## src/rtl/multicycle_controller.sv

```systemverilog
// Control FSM for a multicycle RV32I datapath: per-state mux selects, memory handshake, trap handling.
// Optional PERF_CNT_EN adds cycleCnt/instRet performance counters.
module multicycle_controller #(
  parameter int MEM_TIMEOUT = 15
) (
  input  logic        clk,
  input  logic        rst_n,
  input  logic [6:0]  opcode,
  input  logic        zero,
  input  logic        memReady,
  output logic        memReq,
  output logic        memWrite,
  output logic        adrSrc,
  output logic        irWrite,
  output logic        pcWrite,
  output logic        regWrite,
  output logic [1:0]  resultSrc,
  output logic [1:0]  aluSrcA,
  output logic [1:0]  aluSrcB,
  output logic [1:0]  aluOp,
  output logic [1:0]  immSrc,
  output logic [3:0]  state,
  output logic        trap,
`ifdef PERF_CNT_EN
  output logic [31:0] cycleCnt,
  output logic [31:0] instRet,
`endif
  output logic [1:0]  trapCause
);

  // state    | meaning
  // FETCH    | read instruction at PC, PC <= PC + 4 on memReady
  // DECODE   | ALUOut <= OldPC + imm (branch/jump target), dispatch on opcode
  // MEMADR   | ALUOut <= rs1 + imm
  // MEMREAD  | load data from ALUOut address
  // MEMWB    | rd <= Data
  // MEMWRITE | store rs2 to ALUOut address
  // EXECR    | ALUOut <= rs1 op rs2
  // EXECI    | ALUOut <= rs1 op imm
  // ALUWB    | rd <= ALUOut
  // BEQ      | compare rs1/rs2, PC <= ALUOut when zero
  // JALR     | ALUOut <= rs1 + imm
  // JUMP     | PC <= ALUOut, ALUOut <= OldPC + 4 for the link write
  // TRAP     | sticky fault, left only by reset
  typedef enum logic [3:0] {
    S_FETCH    = 4'd0,
    S_DECODE   = 4'd1,
    S_MEMADR   = 4'd2,
    S_MEMREAD  = 4'd3,
    S_MEMWB    = 4'd4,
    S_MEMWRITE = 4'd5,
    S_EXECR    = 4'd6,
    S_EXECI    = 4'd7,
    S_ALUWB    = 4'd8,
    S_BEQ      = 4'd9,
    S_JUMP     = 4'd10,
    S_JALR     = 4'd11,
    S_TRAP     = 4'd15
  } state_t;

  localparam logic [6:0] OP_LW   = 7'b0000011;
  localparam logic [6:0] OP_SW   = 7'b0100011;
  localparam logic [6:0] OP_R    = 7'b0110011;
  localparam logic [6:0] OP_I    = 7'b0010011;
  localparam logic [6:0] OP_BEQ  = 7'b1100011;
  localparam logic [6:0] OP_JAL  = 7'b1101111;
  localparam logic [6:0] OP_JALR = 7'b1100111;

  localparam logic [1:0] CAUSE_ILLEGAL = 2'b01;
  localparam logic [1:0] CAUSE_TIMEOUT = 2'b10;

  localparam int WCW = (MEM_TIMEOUT > 1) ? $clog2(MEM_TIMEOUT) : 1;
  localparam logic [WCW-1:0] WAIT_LAST = WCW'((MEM_TIMEOUT > 0) ? MEM_TIMEOUT - 1 : 0);

  state_t         cur_state, nxt_state;
  logic [1:0]     cause_q, cause_d;
  logic [WCW-1:0] wait_cnt;
  logic           mem_wait_st, timeout;

  assign mem_wait_st = (cur_state == S_FETCH) || (cur_state == S_MEMREAD) ||
                       (cur_state == S_MEMWRITE);
  // the timeout fires on the cycle that would be the MEM_TIMEOUT-th wait; memReady wins
  assign timeout = (MEM_TIMEOUT != 0) && mem_wait_st && !memReady && (wait_cnt == WAIT_LAST);

  always_ff @(posedge clk or negedge rst_n) begin
    if (!rst_n) begin
      cur_state <= S_FETCH;
      cause_q   <= 2'b00;
      wait_cnt  <= '0;
    end else begin
      cur_state <= nxt_state;
      cause_q   <= cause_d;
      if (nxt_state != cur_state)
        wait_cnt <= '0;
      else if (mem_wait_st && !memReady && (wait_cnt != '1))
        wait_cnt <= wait_cnt + WCW'(1);
    end
  end

  always_comb begin
    nxt_state = cur_state;
    cause_d   = cause_q;
    case (cur_state)
      S_FETCH: begin
        if (memReady) nxt_state = S_DECODE;
        else if (timeout) begin
          nxt_state = S_TRAP;
          cause_d   = CAUSE_TIMEOUT;
        end
      end
      S_DECODE: begin
        case (opcode)
          OP_LW, OP_SW: nxt_state = S_MEMADR;
          OP_R:         nxt_state = S_EXECR;
          OP_I:         nxt_state = S_EXECI;
          OP_BEQ:       nxt_state = S_BEQ;
          OP_JAL:       nxt_state = S_JUMP;
          OP_JALR:      nxt_state = S_JALR;
          default: begin
            nxt_state = S_TRAP;
            cause_d   = CAUSE_ILLEGAL;
          end
        endcase
      end
      S_MEMADR: nxt_state = (opcode == OP_SW) ? S_MEMWRITE : S_MEMREAD;
      S_MEMREAD: begin
        if (memReady) nxt_state = S_MEMWB;
        else if (timeout) begin
          nxt_state = S_TRAP;
          cause_d   = CAUSE_TIMEOUT;
        end
      end
      S_MEMWB: nxt_state = S_FETCH;
      S_MEMWRITE: begin
        if (memReady) nxt_state = S_FETCH;
        else if (timeout) begin
          nxt_state = S_TRAP;
          cause_d   = CAUSE_TIMEOUT;
        end
      end
      S_EXECR: nxt_state = S_ALUWB;
      S_EXECI: nxt_state = S_ALUWB;
      S_ALUWB: nxt_state = S_FETCH;
      S_BEQ:   nxt_state = S_FETCH;
      S_JALR:  nxt_state = S_JUMP;
      S_JUMP:  nxt_state = S_ALUWB;
      S_TRAP:  nxt_state = S_TRAP;
      default: nxt_state = S_TRAP;
    endcase
  end

  // rst_n gates every output so an access in flight is dropped the moment reset asserts
  always_comb begin
    memReq    = 1'b0;
    memWrite  = 1'b0;
    adrSrc    = 1'b0;
    irWrite   = 1'b0;
    pcWrite   = 1'b0;
    regWrite  = 1'b0;
    resultSrc = 2'b00;
    aluSrcA   = 2'b00;
    aluSrcB   = 2'b00;
    aluOp     = 2'b00;
    immSrc    = 2'b00;
    state     = 4'd0;
    trap      = 1'b0;
    trapCause = 2'b00;
    if (rst_n) begin
      state     = cur_state;
      trapCause = cause_q;
      case (cur_state)
        S_FETCH: begin
          memReq    = 1'b1;
          aluSrcB   = 2'b10;
          resultSrc = 2'b10;
          irWrite   = memReady;
          pcWrite   = memReady;
        end
        S_DECODE: begin
          aluSrcA = 2'b01;
          aluSrcB = 2'b01;
          case (opcode)
            OP_SW:   immSrc = 2'b01;
            OP_BEQ:  immSrc = 2'b10;
            OP_JAL:  immSrc = 2'b11;
            default: immSrc = 2'b00;
          endcase
        end
        S_MEMADR: begin
          aluSrcA = 2'b10;
          aluSrcB = 2'b01;
          immSrc  = (opcode == OP_SW) ? 2'b01 : 2'b00;
        end
        S_MEMREAD: begin
          memReq = 1'b1;
          adrSrc = 1'b1;
        end
        S_MEMWB: begin
          resultSrc = 2'b01;
          regWrite  = 1'b1;
        end
        S_MEMWRITE: begin
          memReq   = 1'b1;
          memWrite = 1'b1;
          adrSrc   = 1'b1;
        end
        S_EXECR: begin
          aluSrcA = 2'b10;
          aluOp   = 2'b10;
        end
        S_EXECI: begin
          aluSrcA = 2'b10;
          aluSrcB = 2'b01;
          aluOp   = 2'b11;
        end
        S_ALUWB: regWrite = 1'b1;
        S_BEQ: begin
          aluSrcA = 2'b10;
          aluOp   = 2'b01;
          pcWrite = zero;
        end
        S_JALR: begin
          aluSrcA = 2'b10;
          aluSrcB = 2'b01;
        end
        S_JUMP: begin
          pcWrite = 1'b1;
          aluSrcA = 2'b01;
          aluSrcB = 2'b10;
        end
        S_TRAP: trap = 1'b1;
        default: trap = 1'b1;
      endcase
    end
  end

`ifdef PERF_CNT_EN
  logic retire;
  assign retire = (cur_state == S_MEMWB) || (cur_state == S_ALUWB) ||
                  (cur_state == S_BEQ) || ((cur_state == S_MEMWRITE) && memReady);

  always_ff @(posedge clk or negedge rst_n) begin
    if (!rst_n) begin
      cycleCnt <= 32'd0;
      instRet  <= 32'd0;
    end else begin
      if (cur_state != S_TRAP) cycleCnt <= cycleCnt + 32'd1;
      if (retire)              instRet  <= instRet + 32'd1;
    end
  end
`endif

endmodule
```

## config.mk

```make
export PLATFORM = sky130hd
export DESIGN_NAME = multicycle_controller
export DESIGN_NICKNAME = d
export VERILOG_FILES = /design/src/rtl/multicycle_controller.sv
export SDC_FILE = /design/constraint.sdc
export NUM_CORES = 1
export LEC_CHECK = 0
export ABC_AREA = 1
export CAP_MARGIN = 20
export CORE_MARGIN = 4
export CORE_UTILIZATION = 46
export CTS_CLUSTER_SIZE = 12
export DETAILED_ROUTE_END_ITERATION = 6
export GPL_ROUTABILITY_DRIVEN = 1
export PLACE_DENSITY = 0.8
export SLEW_MARGIN = 20
export SYNTH_ARGS = -nofsm -noshare
export SYNTH_HDL_FRONTEND = slang
export SYNTH_SLANG_ARGS = --single-unit
```

## constraint.sdc

```tcl
create_clock -name clk -period 1.6 [get_ports clk]
set_input_delay 0.32 -clock clk [delete_from_list [all_inputs] [get_ports clk]]
set_output_delay 0.32 -clock clk [all_outputs]
set_load 0.1 [all_outputs]
```

==> flow_metrics.py, run 1 <==
metrics = {
    "logic_synthesis": {
        "yosys.area_share.simple_pct": 50.4,
        "synth_xor_xnor_area_share_pct": 2.50,
        "synth-seq-cells": 10,
        "synth-compound-area-share_pct": 8.82,
        "syn-num-nets": 192,
        "synth_cell_type_count": 22,
        "synth_area_mm2": 0.00105,
        "avgSynthCellArea_um2": 5.86,
        "synthAdderAreaFrac_pct": 2.38,
        "postSynthCellCount": 179,
        "synth.yosys.warnings": 0,
        "synth_top_family_by_area": "simple AND/OR/NAND/NOR gates",
        "synth-seq-area-share_pct": 23.8,
        "synthMuxAreaShare_pct": 0,
    },
    "status": {
        "stop_stage": "detailed placement (3_5_place_dp)",
        "outcome": "did not finish",
        "toolErrorMsg": "Error: detail_place.tcl, 38 bad optional access",
    },
    "placed_design": {
        "place_congestion": 0.962,
        "portBuffers": 33,
    },
    "die": {
        "die_x_um": 55.8,
        "io_pins": 34,
        "start_util_pct": 47.9,
        "fp.dieH_um": 55.8,
        "placementRows": 17,
    },
}
-- cells in the mapped netlist --
library cell | n | area share [%]
nand3_1 | 11 | 5.2
nand3_4 | 1 | 1.7
clkbuf_1 | 2 | 0.72
buf_2 | 2 | 0.95
inv_1 | 25 | 8.9
inv_2 | 4 | 1.4
nand3_2 | 4 | 3.8
dfrtp_1 | 10 | 24
o21ai_0 | 5 | 2.4
nand2_1 | 56 | 20
nor2_1 | 30 | 11
o22ai_1 | 1 | 0.60
o21a_1 | 1 | 0.72
a31oi_1 | 3 | 1.8
xor2_1 | 3 | 2.5
ha_1 | 2 | 2.4
a21oi_1 | 7 | 3.3
nor2_4 | 1 | 1.1
nor2_2 | 3 | 1.8
nand4_1 | 4 | 2.4
nand2_2 | 3 | 1.8
nand3b_4 | 1 | 1.9
-- cells by family after synthesis --
logic type,count (synthesis)
AO/OA/AOI/OAI,17
buffers and inverters,33
adder cells (fa/ha/maj),2
XOR/XNOR,3
flip-flops,10
AND/OR/NAND/NOR,114
-- metrics by stage --
step              setup WS, ps  hold slack (ps)  instances
global placement          -338              479        276
floorplan                 -257             24.4        179
==> run 2: changes to the inputs <==
CORE_AREA = 4 4 65 67   (was not set)
CORE_MARGIN = not set   (was 4)
CORE_UTILIZATION = not set   (was 46)
CTS_CLUSTER_SIZE = not set   (was 12)
DIE_AREA = 0 0 69 71   (was not set)
PLACE_DENSITY = not set   (was 0.8)
PLACE_DENSITY_LB_ADDON = 0.15   (was not set)
==> run 2 against run 1 <==
Area after synthesis unchanged; synthesized cell count unchanged; the flow now finishes, with violations (setup timing).
==> flow_metrics.py, run 2 <==
metrics = {
    "die": {
        "coreArea_mm2": 0.00363,
        "io_pins": 34,
        "fp.dieH_um": 71,
        "die_area_mm2": 0.00490,
        "die_x_um": 69,
        "placementRows": 22,
        "start_util_pct": 28.9,
    },
    "grt": {
        "grt_start_max_net_pins": 13,
        "first_global_vias": 1526,
        "grt_antenna_before_repair": 0,
        "grt-ovfl-total": 0,
        "grt_usage_pct": 16.9,
        "grt_pass1_wl_um": 6960,
    },
    "critical_path": {
        "path_delay_family": "flip-flops",
        "cp.required_ps": 1280,
        "crit_path_start": "cur_state[2]",
        "reg2reg_slack_ps": -200,
        "start_kind": "register",
        "worstRegToRegCells": 11,
        "path_buf_inv": 3,
        "critical_path.slowest_cell": "dfrtp_2",
        "rr_endpoint": "wait_cnt[1]",
        "critPathCapture": "memReq",
        "critPathMaxFanout": 5,
        "r2r_start": "cur_state[3]",
        "slowest_delay_ps": 440,
        "criticalPathCategory": "register to output pin",
        "crit_chain": "inv_2, nor2_4, nand2_4, buf_12, a31oi_4, buf_12",
        "worstSetupEndpointType": "output pin",
        "crit_cells": 6,
        "path_common_cell": "buf_12",
        "worstPathArrival_ps": 1610,
    },
    "cts": {
        "numCtsBuffers": 3,
        "cts.htree.levels": 1,
        "clkTransAtPathRegs_ps": 50,
        "cts.sinks": 10,
        "clock_path_buffers": 2,
        "clock_latency_ps": 230,
        "hold_buffers": 0,
        "cts_tree": "done",
        "clockRootBuffer": "clkbuf_8",
    },
    "logic_synthesis": {
        "yosysTopAreaCell": "dfrtp_1",
        "synth-seq-area-share_pct": 23.8,
        "yosysMostFrequentCell": "nand2_1",
        "avgSynthCellArea_um2": 5.86,
        "synth_common_cells": "nand2_1 (56), nor2_1 (30), inv_1 (25)",
        "ys.flop_type": "dfrtp_1",
        "synth-seq-cells": 10,
        "synth_cell_type_count": 22,
        "synth.yosys.warnings": 0,
        "postSynthCellCount": 179,
        "syn-num-nets": 192,
        "synth_area_mm2": 0.00105,
        "synth_top_cell_area_share_pct": 23.8,
        "synthArstFlopShare_pct": 100,
        "synth_top_cells_by_area": "dfrtp_1 (24%), nand2_1 (20%), nor2_1 (11%)",
        "synth_edf_count": 0,
    },
    "flow_run": {
        "maxCapViolations": 0,
    },
    "finish": {
        "area_delta_synth_final_pct": 147,
        "final_common_cell": "buf_4",
        "largestRegisters": "cur_state: 4 flops, wait_cnt: 4 flops, cause_q: 2 flops",
        "fill_cells": 276,
        "layout-drive-gt1-share_pct": 60.4,
        "fin_cells": 316,
        "fin_nets": 282,
        "n_antenna_cell": 0,
        "fin_area_mm2": 0.00259,
        "final_cell_mix": "buf_4 (39), nand2_1 (38), buf_12 (26)",
    },
    "timing": {
        "maxSlewHeadroom_pct": 82.1,
        "layout_setup_ws_ps": -328,
        "rsz0062_at_grt": "true",
        "worst_slew_pin_slew_ps": 268,
        "fin_crit_sh_pct": 121,
        "fin_skew_ps": 4.82,
        "slew_violations": 0,
        "final-setup-viol-count": 23,
        "final-hold-violation-count": 0,
        "min_period_ps": 1930,
        "clock.fmax_ghz": 0.519,
    },
    "power": {
        "switching_share_pct": 29.3,
        "p_seq_share_pct": 32.0,
        "fin_total_pwr_mw": 0.796,
        "p_sw_mw": 0.234,
        "leakage_nw": 1.25,
        "p_per_area_mw_per_mm2": 307,
        "power.share.clock_pct": 38.8,
        "worst_ir_drop_vdd_uv": 637,
        "pwr-share-comb_pct": 29.3,
        "internal_power_mw": 0.563,
    },
    "status": {
        "outcome": "complete, but fails checks",
        "violations": "setup timing",
    },
    "drt": {
        "wl_per_cell_um": 13.6,
        "drcViolationCount": 0,
        "ant_nets": 0,
        "drt_wl_total_um": 4310,
        "vias": 1470,
        "avgViaCountPerCell": 4.65,
        "dr.first_iter.drc_count": 51,
        "drt_first_pass_iters": 4,
    },
    "hold_path": {
        "hp-class": "primary input to asynchronous set/reset pin",
    },
    "placed_design": {
        "portBuffers": 33,
        "placedCellCount": 300,
        "hpwl_um": 3280,
        "place_congestion": 0.864,
        "dpl_cell_area_mm2": 0.00224,
    },
}
-- run 2: layer usage --
| layer | GRT usage [%] | routed length, um | share of wire (%) |
|---|---|---|---|
| met2 | 33.5 | 2460 | 57 |
| met3 | 2.98 | 165 | 3.8 |
| met5 | 0 | 0 | 0 |
| met1 | 19.0 | 1640 | 38 |
| met4 | 2.39 | 48 | 1.1 |
-- run 2: timing repair --
action / 4_1_cts / 5_1_grt
setup buffers: 6 / 9
setup endpoints to repair: 29 / 28
resized for setup: 28 / 42
pin swaps: 16 / 15
-- run 2: area by class of cell --
cell class,instances,area [um2],share of cell area (%)
timing repair buffer,89,1070,41.3
multi-input combinational,136,1040,40.0
sequential,10,255,9.85
inverter,29,115,4.44
tap,48,60.1,2.32
clock buffer,4,55.1,2.12
-- run 2: power by group through the flow --
stage               Sequential, mW  Clock [mW]  Combinational [mW]
global placement             0.259           0               0.212
global route                 0.254       0.329               0.245
detailed placement           0.259           0               0.217
finish                       0.255       0.309               0.233
floorplan                    0.259           0               0.110
CTS                          0.255       0.317               0.222
-- run 2: how the worst min path moves through the flow --
| stage | to | slack [ps] | depth (start not counted) |
|---|---|---|---|
| detailed placement | cause_q[1] | 480 | 2 |
| floorplan | cause_q[0] | 20 | 0 |
| global placement | cause_q[1] | 480 | 2 |
| global route | cause_q[1] | 200 | 2 |
| finish | cause_q[1] | 190 | 2 |
| CTS | cause_q[1] | 180 | 2 |
-- run 2: logic make-up (layout without fill, tap and decap cells) --
logic type | Yosys count | in the layout | share of synthesized area (%)
AO/OA/AOI/OAI | 17 | 17 | 8.82
XOR/XNOR | 3 | 3 | 2.50
adder cells (fa/ha/maj) | 2 | 2 | 2.38
buffers and inverters | 33 | 122 | 12.0
flip-flops | 10 | 10 | 23.8
AND/OR/NAND/NOR | 114 | 114 | 50.4
-- run 2: stage by stage --
stage	worst slack [ps]	hold slack, ps	utilization (%)	setup TNS [ps]
after global routing	-378	200	71.3	-6610
after global placement	-381	482	61.6	-5900
final	-328	193	71.3	-4770
after detailed placement	-481	484	61.6	-7010
after CTS	-304	181	65.9	-4470
after floorplan	-257	24.4	-	-1840
(Power assumes the default switching activity.)
==> run 3: changes to the inputs <==
SKIP_LAST_GASP = 1   (was not set)
==> run 3 against run 2 <==
The flow still finishes with violations (setup timing); clock-buffer cell count unchanged; global-route usage unchanged; fmax down 0.45%; die area unchanged; final area down 0.68%; clock power up 2%; first-iteration DRC count up 9.8%; sequential power about the same; largest cell class unchanged; power about the same; register-to-register slack about the same; critical path type unchanged; via count down 0.82%.
==> flow_metrics.py, run 3 (synthesis gave the netlist of run 2 again) <==
metrics = {
    "status": {
        "outcome": "complete, but fails checks",
        "violations": "setup timing",
    },
    "critical_path": {
        "start_kind": "register",
        "worstPathArrival_ps": 1620,
        "cp.required_ps": 1280,
        "criticalPathCategory": "register to output pin",
        "worstRegToRegCells": 11,
        "critPathMaxFanout": 5,
        "r2r_start": "cur_state[3]",
        "crit_path_start": "cur_state[2]",
        "worstSetupEndpointType": "output pin",
    },
    "power": {
        "fin_total_pwr_mw": 0.796,
        "pwr-share-comb_pct": 28.6,
        "power.share.clock_pct": 39.4,
        "switching_share_pct": 29.4,
        "p_sw_mw": 0.234,
        "p_seq_share_pct": 32.0,
        "p_per_area_mw_per_mm2": 309,
        "internal_power_mw": 0.562,
        "leakage_nw": 1.23,
        "worst_ir_drop_vdd_uv": 624,
    },
    "drt": {
        "drt_wl_total_um": 4250,
        "drcViolationCount": 0,
        "drt_first_pass_iters": 4,
        "vias": 1458,
        "wl_per_cell_um": 13.5,
        "avgViaCountPerCell": 4.63,
        "dr.first_iter.drc_count": 56,
        "ant_nets": 0,
    },
    "placed_design": {
        "hpwl_um": 3280,
        "place_congestion": 0.864,
        "portBuffers": 33,
        "placedCellCount": 300,
    },
    "finish": {
        "largestRegisters": "cur_state: 4 flops, wait_cnt: 4 flops, cause_q: 2 flops",
        "layout-drive-gt1-share_pct": 60.3,
        "n_antenna_cell": 0,
        "fill_cells": 278,
        "fin_cells": 315,
        "final_common_cell": "nand2_1",
        "area_delta_synth_final_pct": 145,
        "final_cell_mix": "nand2_1 (38), buf_4 (36), buf_12 (26)",
        "fin_nets": 281,
    },
    "die": {
        "start_util_pct": 28.9,
        "die_x_um": 69,
        "fp.dieH_um": 71,
        "die_area_mm2": 0.00490,
        "placementRows": 22,
        "io_pins": 34,
        "coreArea_mm2": 0.00363,
    },
    "timing": {
        "fin_skew_ps": 3.63,
        "min_period_ps": 1940,
        "clock.fmax_ghz": 0.516,
        "slew_violations": 0,
        "worst_slew_pin_slew_ps": 265,
        "maxSlewHeadroom_pct": 82.3,
        "fin_crit_sh_pct": 121,
        "layout_setup_ws_ps": -337,
        "final-setup-viol-count": 23,
        "final-hold-violation-count": 0,
        "rsz0062_at_grt": "true",
    },
    "flow_run": {
        "maxCapViolations": 0,
    },
    "grt": {
        "grt_start_max_net_pins": 13,
        "grt_usage_pct": 16.9,
        "grt_pass1_wl_um": 6960,
        "first_global_vias": 1526,
        "grt_antenna_before_repair": 0,
        "grt-ovfl-total": 0,
    },
    "cts": {
        "clock_latency_ps": 230,
        "clockRootBuffer": "clkbuf_8",
        "cts_tree": "done",
        "clkTransAtPathRegs_ps": 50,
        "hold_buffers": 0,
        "cts.sinks": 10,
        "clock_path_buffers": 2,
        "numCtsBuffers": 3,
        "cts.htree.levels": 1,
    },
    "hold_path": {
        "hp-class": "primary input to asynchronous set/reset pin",
    },
}
[run 3: cell types whose count changed in the layout (fill, tap and decap cells not counted), moves of 2 or more]
cell	previous run	this run
nor2_4	20	18
nor2_2	2	5
buf_4	39	36
buf_6	14	16
[run 3: worst paths after layout]
kind	to	slack, ps
worst max-delay path	memReq	-340
min in group clk	cause_q[1]	490
worst min register to register	cause_q[1]	490
max in group asynchronous	cur_state[0]	1110
worst min-delay path	cause_q[1]	190
worst max register to register	wait_cnt[2]	-190
[run 3: metal layers]
metal  vias to the layer above  GRT usage (%)  wire length, um
met5                         -              0                0
met3                         6           2.98              161
met2                        33           33.5             2400
met4                         0           2.39               36
li1                        739              -                -
met1                       680           19.0             1650
[run 3: repair_timing]
| item | in CTS | in global routing |
|---|---|---|
| setup buffers | 6 | 8 |
| gates resized for setup | 27 | 41 |
| endpoints found under the setup margin | 29 | 28 |
| pin swaps | 15 | 17 |
[run 3: metrics by stage]
| stage | hold WS, ps | worst slack (ps) | util, % | setup TNS (ps) | area, um2 |
|---|---|---|---|---|---|
| 6_report | 189 | -337 | 70.9 | -4880 | 2570 |
| 5_1_grt | 200 | -399 | 70.9 | -6650 | 2570 |
| 4_1_cts | 181 | -304 | 65.8 | -4470 | 2390 |
| 3_5_place_dp | 484 | -481 | 61.6 | -7010 | 2240 |
| 3_3_place_gp | 482 | -381 | 61.6 | -5900 | 2240 |
| 2_1_floorplan | 24.4 | -257 | - | -1840 | 1300 |
[run 3: worst max-delay path, cell delays in order (launching register included)]
cell	delay, ps
dfrtp_2	450
inv_2	80
nor2_4	230
nand2_4	110
buf_12	140
a31oi_4	170
buf_12	190
[run 3: final cells by class]
class / instances / area, um2 / share of cell area (%)
Sequential cell: 10 / 255 / 9.91
Clock buffer: 4 / 55.1 / 2.14
Tap cell: 48 / 60.1 / 2.33
Timing Repair Buffer: 88 / 1070 / 41.5
Inverter: 29 / 115 / 4.47
Multi-Input combinational cell: 136 / 1020 / 39.6
[run 3: power groups by stage]
stage	logic, mW	registers (mW)	clock network [mW]
global route	0.240	0.254	0.332
floorplan	0.110	0.259	0
detailed placement	0.217	0.259	0
finish	0.227	0.255	0.314
global placement	0.212	0.259	0
CTS	0.222	0.255	0.317
==> RTL change: new RTL, settings of run 3 <==
`MEM_TIMEOUT`: 15 -> 16.
--- a/src/rtl/multicycle_controller.sv
+++ b/src/rtl/multicycle_controller.sv
@@ -1,7 +1,7 @@
 // Control FSM for a multicycle RV32I datapath: per-state mux selects, memory handshake, trap handling.
 // Optional PERF_CNT_EN adds cycleCnt/instRet performance counters.
 module multicycle_controller #(
-  parameter int MEM_TIMEOUT = 15
+  parameter int MEM_TIMEOUT = 16
 ) (
   input  logic        clk,
   input  logic        rst_n,
Behaviour: same outputs for any inputs over 10 cycles, from zero or initial values and one cycle with rst_n low; that may be too few to reach the edited logic, so the function may still have changed.
==> RTL change against run 3 <==
The run still ends with negative setup slack left; sequential cell count stayed put; area after synthesis is 0.83% higher; largest cell class unchanged; setup slack improved by 0.0085 ns; design area grew 1.8%; largest power group unchanged; critical path type unchanged; cell count up 1.9%; wire length decreased by 3.6%; fmax rose by 0.44%; power fell by 2.7%.
==> RTL change: results (changes against run 3) <==
outcome:
  status: "complete, but fails checks"
  violations: "negative setup slack"
synth:
  yosysSeqAreaShare: 0.236  # -0.00197
  ys_types: 25  # +14%
  synth-xor-area-share: 0.0248  # -0.000207
  synthTopCellsByArea: "dfrtp_1, nand2_1, nor2_1"
  synth_compound_area_frac: 0.0792  # -0.00900
  synthAdderAreaFrac: 0.0118  # -0.0120
  synthTopCellsByCount: "nand2_1, nor2_1, inv_1"
  synthMuxAreaShare: 0.0106  # +0.0106
  syn-num-nets: 187  # -2.6%
routing:
  via_count: 1443  # -1.0%
  wl_um: 4100  # -3.6%
critical_path:
  cpLargestDelayFamily: "buffers and inverters"
  regToRegEndpoint: "wait_cnt[0]$_DFFE_PN0P_"
  reg2reg_slack_ns: -0.28  # -0.09 ns
global_routing:
  grt_pass1_wl_um: 7080  # +1.8%
  grt_max_degree: 12  # -1
  grt_pass1_vias: 1579  # +3.5%
  grtUsageTotal: 0.171  # +0.00222
power:
  switchingPower_w: 0.000226  # -3.5%
  peakVddDrop_v: 0.000515  # -18%
  powerComb_w: 0.000205  # -9.7%
  cellLeakagePower_nw: 1.27  # +2.7%
layout:
  fillCellCount: 286  # +2.9%
  fin_util: 0.722  # +0.0131
  drive_gt1_frac: 0.637  # +0.0344
  nNetsFinal: 286  # +1.8%
clock_tree:
  cts_setup_buffers: 20  # +14
  cts_resized: 53  # +96%
timing:
  clock-skew-final_ns: 0.00527  # +0.00164 ns
  worst_pin_slew_ns: 0.244  # -0.0215 ns
  setup_viol: 24  # +4.3%
  setup_slack_ns: -0.329  # +0.00848 ns
  fin_setup_tns_ns: -5.20  # -0.327 ns
hold_path:
  hold_path.class: "in -> async"
placement:
  place.detailed.hpwl_um: 3030  # -7.7%
  routabilityCongestion: 0.844  # -2.3%
  place_area_mm2: 0.00217  # -3.2%
[RTL change: cell count changes after synthesis, moves of 2 or more]
| cell | delta |
|---|---|
| o21ai_0 | -2 |
| nand2_1 | -7 |
| nand2_2 | +3 |
| xnor2_1 | +2 |
| xor2_1 | -2 |
| nand3_1 | -3 |
| inv_1 | +2 |
[RTL change: cell type report]
cell class	instances	area share
timing repair buffer	98	0.425
multi-input combinational	131	0.387
sequential	10	0.0973
inverter	30	0.0472
tap	48	0.0229
clock buffer	4	0.0210
[RTL change: stage by stage]
step / hold slack [ns] / cells
6_report: 0.220 / 321
5_1_grt: 0.226 / 321
4_1_cts: 0.220 / 314
3_5_place_dp: 0.505 / 291
3_3_place_gp: 0.479 / 291
2_1_floorplan: 0.0244 / 175
[RTL change: metal layers]
layer,up-vias,GRT usage,part of all wire
met4,0,0.0130,0
met3,0,0.0270,0.026
met1,677,0.187,0.39
li1,740,-,-
met5,-,0,0
met2,26,0.354,0.58
